$ cat config.mk
export PLATFORM = sky130hd
export DESIGN_NAME = output_merge_controller
export DESIGN_NICKNAME = d
export VERILOG_FILES = /design/src/rtl/router_pkg.sv /design/src/rtl/output_merge_controller_rr_arb2.sv /design/src/rtl/output_merge_controller.sv
export SDC_FILE = /design/constraint.sdc
export NUM_CORES = 1
export LEC_CHECK = 0
export BUFFER_PORTS_ARGS = -buffer_cell sky130_fd_sc_hd__buf_2
export CORE_ASPECT_RATIO = 1.1
export CORE_MARGIN = 2
export CORE_UTILIZATION = 48
export DETAILED_ROUTE_END_ITERATION = 8
export HOLD_SLACK_MARGIN = 0.06
export PLACE_DENSITY = 0.89
export SLEW_MARGIN = 0
export SYNTH_ARGS = -nofsm -noshare
export SYNTH_HDL_FRONTEND = slang
export SYNTH_SLANG_ARGS = --single-unit
$ cat constraint.sdc
create_clock -name clk -period 3.58 [get_ports clk]
set_input_delay 0.716 -clock clk [delete_from_list [all_inputs] [get_ports clk]]
set_output_delay 0.716 -clock clk [all_outputs]
set_load 0.02 [all_outputs]
$ cat src/rtl/router_pkg.sv
// Shared router types: merge FSM state encoding and default word geometry.
// The input-side splitter imports the same package.
package router_pkg;

  localparam int ROUTER_NB       = 11;
  localparam int ROUTER_TAIL_BIT = 10;

  typedef enum logic [1:0] {
    IDLE    = 2'd0,
    GRANT_0 = 2'd1,
    GRANT_1 = 2'd2
  } merge_state_t;

  // Map a port index onto its grant state.
  function automatic merge_state_t grant_state(input logic port);
    return port ? GRANT_1 : GRANT_0;
  endfunction

endpackage

$ cat src/rtl/output_merge_controller_rr_arb2.sv
// Two-way round-robin arbiter. A lone request wins outright; on a tie the
// port that was NOT most recently released wins. Purely combinational.
module rr_arb2 (
  input  logic req_0,
  input  logic req_1,
  input  logic last,
  output logic gnt_valid,
  output logic gnt_port
);

  // Pick the winning port from the request pair and the last pointer.
  always_comb begin
    gnt_valid = req_0 | req_1;
    gnt_port  = 1'b0;
    if (req_0 && req_1) begin
      gnt_port = ~last;
    end else if (req_1) begin
      gnt_port = 1'b1;
    end
  end

endmodule

$ cat src/rtl/output_merge_controller.sv
// Merges two source channels into one downstream FIFO write port with
// round-robin arbitration, optional packet lock and one registered output.
//
// Handshake: a word on port i moves on a posedge where req_i && ready_i are
// both high. ready_i depends only on the FSM state and almost_full, never on
// req_i, so a source may hold req_i high and wait. The accepted word appears
// on data_out with write high exactly one cycle later.
module output_merge_controller
  import router_pkg::*;
#(
  parameter int NB          = ROUTER_NB,
  parameter int TAIL_BIT    = ROUTER_TAIL_BIT,
  parameter int PACKET_MODE = 1
) (
  input  logic          clk,
  input  logic          reset_n,
  input  logic          req_0,
  input  logic [NB-1:0] data_in_0,
  output logic          ready_0,
  input  logic          req_1,
  input  logic [NB-1:0] data_in_1,
  output logic          ready_1,
  input  logic          almost_full,
  output logic          write,
  output logic [NB-1:0] data_out,
  output logic [1:0]    state_dbg
);

  merge_state_t  state_q, state_d;
  logic          last_q, last_d;
  logic          write_q;
  logic [NB-1:0] data_q;

  logic          gnt_valid, gnt_port;
  logic          cur_port, cur_req, oth_req, xfer, tail;
  logic [NB-1:0] cur_data;

  rr_arb2 u_arb (
    .req_0     (req_0),
    .req_1     (req_1),
    .last      (last_q),
    .gnt_valid (gnt_valid),
    .gnt_port  (gnt_port)
  );

  // State and round-robin pointer; reset drops any packet in progress.
  always_ff @(posedge clk) begin
    if (!reset_n) begin
      state_q <= IDLE;
      last_q  <= 1'b1;
    end else begin
      state_q <= state_d;
      last_q  <= last_d;
    end
  end

  // Next state: arbitrate from IDLE, hold the grant until a tail transfers.
  always_comb begin
    state_d = state_q;
    last_d  = last_q;
    case (state_q)
      IDLE: begin
        if (gnt_valid) state_d = grant_state(gnt_port);
      end
      GRANT_0, GRANT_1: begin
        if (xfer && tail) begin
          last_d = cur_port;
          if (oth_req)      state_d = grant_state(~cur_port);
          else if (cur_req) state_d = grant_state(cur_port);
          else              state_d = IDLE;
        end else if ((PACKET_MODE == 0) && !cur_req && oth_req) begin
          // Without packet lock an idle owner yields straight away.
          state_d = grant_state(~cur_port);
        end
      end
      default: state_d = IDLE;
    endcase
  end

  // Handshake outputs and the muxed view of the granted port.
  always_comb begin
    ready_0  = (state_q == GRANT_0) && !almost_full;
    ready_1  = (state_q == GRANT_1) && !almost_full;
    cur_port = (state_q == GRANT_1);
    cur_req  = cur_port ? req_1 : req_0;
    oth_req  = cur_port ? req_0 : req_1;
    cur_data = cur_port ? data_in_1 : data_in_0;
    xfer     = (ready_0 && req_0) || (ready_1 && req_1);
    tail     = (PACKET_MODE == 0) || cur_data[TAIL_BIT];
  end

  // Registered FIFO write stage; data_out holds between writes.
  always_ff @(posedge clk) begin
    if (!reset_n) begin
      write_q <= 1'b0;
      data_q  <= '0;
    end else begin
      write_q <= xfer;
      if (xfer) data_q <= cur_data;
    end
  end

  assign write     = write_q;
  assign data_out  = data_q;
  assign state_dbg = state_q;

endmodule

==> impl_metrics.py <==
metrics = {
    "clocking": {
        "cts_num_sinks": 15,
        "cts_hold_buf": 0,
        "path_clk_slew_ns": 0.09,
        "cts_max_level": 1,
        "cts_buffer_depth": 2,
        "cts_setup_buffers": 0,
        "cts_tree": "yes",
        "cts_root_buf": "clkbuf_4",
        "clk_latency_ns": 0.28,
        "cts-resized-gates": 0,
        "cts_buffers": 3,
    },
    "timing": {
        "timing.final.crit_share_pct": 59.7,
        "rsz0062_at_grt": "no",
        "tns_ns": 0,
        "skew_ns": 0.00311,
        "slew-limit-headroom_pct": 48.1,
        "period_needed_ns": 2.14,
        "tightest_slew_ns": 0.779,
        "hold_violations": 0,
        "max_freq_ghz": 0.468,
        "finalSetupViolCount": 0,
        "finalMaxSlewViolations": 0,
        "fin_ws_ns": 1.44,
    },
    "cells_and_area": {
        "drive_gt1_share_pct": 55.1,
        "multiInputGateArea_um2": 559,
        "area_growth_pct": 24.7,
        "nets": 160,
        "antenna_cells": 0,
        "fin_area_um2": 1140,
        "nFillCells": 149,
        "seqCellArea_um2": 300,
    },
    "global_route": {
        "grt_usage_pct": 17.3,
        "grt_pass1_wl_um": 2900,
        "antenna_found_initial": 0,
        "overflow": 0,
        "grt_pass1_vias": 703,
        "grt_max_degree": 23,
    },
    "synthesis": {
        "netlist_top_cells_area": "dfxtp_1, mux2i_1, a211oi_2",
        "synth_top_area_share_pct": 32.9,
        "syn_inst": 86,
        "synth-seq-cells": 15,
        "synth_area_um2": 912,
        "avgSynthCellArea_um2": 10.6,
        "ys_warn_count": 0,
        "ys_types": 27,
        "synth_area_leader_cell": "dfxtp_1",
        "syn_nets": 118,
        "ys_seq_area_share_pct": 32.9,
    },
    "hold_path": {
        "holdPathStages": 2,
        "min_to": "last_q$_SDFFE_PN1P_",
        "hp-class": "flop to flop",
        "hold_start": "last_q$_SDFFE_PN1P_",
    },
    "place": {
        "pre_cts_slack_ns": 1.44,
        "hpwl_um": 1500,
        "port_buffers": 42,
        "place_congestion": 0.907,
        "placedInstanceArea_um2": 1110,
    },
    "setup_path": {
        "rr_worst_depth": 6,
        "cp-end-kind": "flop",
        "cp.required_ns": 3.79,
        "slowest_delay_ns": 0.68,
        "cp_slowest_cell": "ha_1",
        "crit_arrival_ns": 2.35,
        "path_class": "flop to flop",
        "r2r-end": "state_dbg[1]$_SDFFE_PN0P_",
        "path_cells": "inv_1 -> ha_1 -> mux2i_2 -> nor3_2 -> o22ai_2 -> mux2i_1",
        "cp-start-kind": "flop",
        "rr_startpoint": "state_dbg[0]$_SDFFE_PN0P_",
        "crit_fanout": 14,
        "r2r_slack_ns": 1.44,
    },
    "die": {
        "die_h_um": 49.7,
        "ios": 43,
        "fp.dieW_um": 45.6,
        "core_area_um2": 1780,
        "start_util_pct": 51.2,
        "std_cell_rows": 16,
        "dieArea_um2": 2270,
    },
    "detailed_routing": {
        "routed_wirelength_um": 1880,
        "vias_per_cell": 5.39,
        "drt_first_pass_iters": 4,
        "vias": 782,
        "drt_iter0_drc": 7,
        "wl_per_cell_um": 13.0,
        "final_antenna_net_count": 0,
        "drcViolationCount": 0,
    },
    "pwr": {
        "p_int_uw": 397,
        "clock_power_share_pct": 14.2,
        "combPwrFrac_pct": 52.9,
        "vdd_ir_drop_max_uv": 374,
        "p_sw_share_pct": 43.0,
        "p_sw_uw": 300,
        "leakagePower_uw": 0.000500,
        "pwr_density_cell_nw_per_um2": 612,
        "seq_power_share_pct": 32.9,
    },
    "outcome": {
        "status": "completed",
    },
    "flow_run": {
        "drv_cap": 0,
    },
}
routing by layer:
metal | GRT usage (%) | vias up | part of all wire, %
li1 | - | 388 | -
met3 | 3.30 | 5 | 8.6
met4 | 7.35 | 0 | 1.6
met2 | 28.2 | 40 | 46
met1 | 21.6 | 349 | 44
met5 | 0 | - | 0
cell usage after synthesis, drive strengths merged:
cell type / number
a211oi: 11
a21boi: 1
a21oi: 1
a22oi: 1
a311o: 1
buf: 5
dfxtp: 15
ha: 5
inv: 5
mux2i: 14
nand2: 3
nand2b: 2
nand3: 1
nor2: 13
nor2b: 2
nor3: 2
nor4: 1
o2111ai: 1
o211ai: 1
o22ai: 1
cell type report:
type / instances / area share, %
multi-input combinational: 61 / 49.2
sequential: 15 / 26.4
timing repair buffer: 42 / 18.5
clock buffer: 4 / 2.31
tap: 18 / 1.98
inverter: 5 / 1.65
power groups by stage:
stage / clock, uW / combinational [uW] / sequential (uW)
finish: 98.6 / 369 / 229
global route: 110 / 397 / 234
floorplan: 0 / 245 / 273
CTS: 99.0 / 370 / 229
detailed placement: 0 / 370 / 233
global placement: 0 / 358 / 230
critical path, delay by kind of cell (launching register included):
family | cells | cell delay (ns)
AO/OA/AOI/OAI | 1 | 0.18
adder cells (fa/ha/maj) | 1 | 0.68
buffers and inverters | 1 | 0.12
flip-flops | 1 | 0.37
multiplexers | 2 | 0.65
AND/OR/NAND/NOR | 1 | 0.07
registers in the layout, indices dropped and copies added, names as in the netlist:
signal and flops:
state_dbg 2, last_q 1, write 1, data_out 11
worst max path at each step:
stage,start,endpoint,slack (ns)
final,state_dbg[0]$_SDFFE_PN0P_,state_dbg[1]$_SDFFE_PN0P_,1.44
after global routing,state_dbg[0]$_SDFFE_PN0P_,state_dbg[0]$_SDFFE_PN0P_,1.31
after CTS,state_dbg[0]$_SDFFE_PN0P_,state_dbg[1]$_SDFFE_PN0P_,1.43
after detailed placement,state_dbg[0]$_SDFFE_PN0P_,state_dbg[1]$_SDFFE_PN0P_,1.44
after global placement,state_dbg[0]$_SDFFE_PN0P_,state_dbg[0]$_SDFFE_PN0P_,1.61
after floorplan,state_dbg[1]$_SDFFE_PN0P_,ready_1,1.71
through the flow:
step           hold WS [ns]  total power, uW  util (%)  instances
2_1_floorplan         0.457              517         -         86
6_report              0.508              696      63.8        145
4_1_cts               0.512              698      63.8        145
3_5_place_dp          0.492              602      62.4        141
5_1_grt               0.538              742      63.8        145
3_3_place_gp          0.477              587      62.4        141
layout by cell type, fill, tap and decap left out, types with 2 or more instances in the layout:
| cell | Yosys | final |
|---|---|---|
| nor2_1 | 3 | 3 |
| inv_1 | 5 | 5 |
| clkbuf_4 | 0 | 3 |
| nand2_1 | 3 | 3 |
| nand2b_1 | 2 | 2 |
| buf_2 | 3 | 42 |
| nor2_2 | 9 | 9 |
| dfxtp_1 | 15 | 15 |
| mux2i_1 | 13 | 13 |
| a211oi_2 | 10 | 10 |
| nor2b_1 | 2 | 2 |
| ha_1 | 5 | 5 |
cell families (layout without fill, tap and decap cells):
group,count (synthesis),count (layout),synth area share (%)
flip-flops,15,15,32.9
adder cells (fa/ha/maj),5,5,6.86
buffers and inverters,10,51,5.76
multiplexers,14,14,15.8
AO/OA/AOI/OAI,18,18,22.5
AND/OR/NAND/NOR,24,24,16.2
Power figures use the tool's default switching activity.
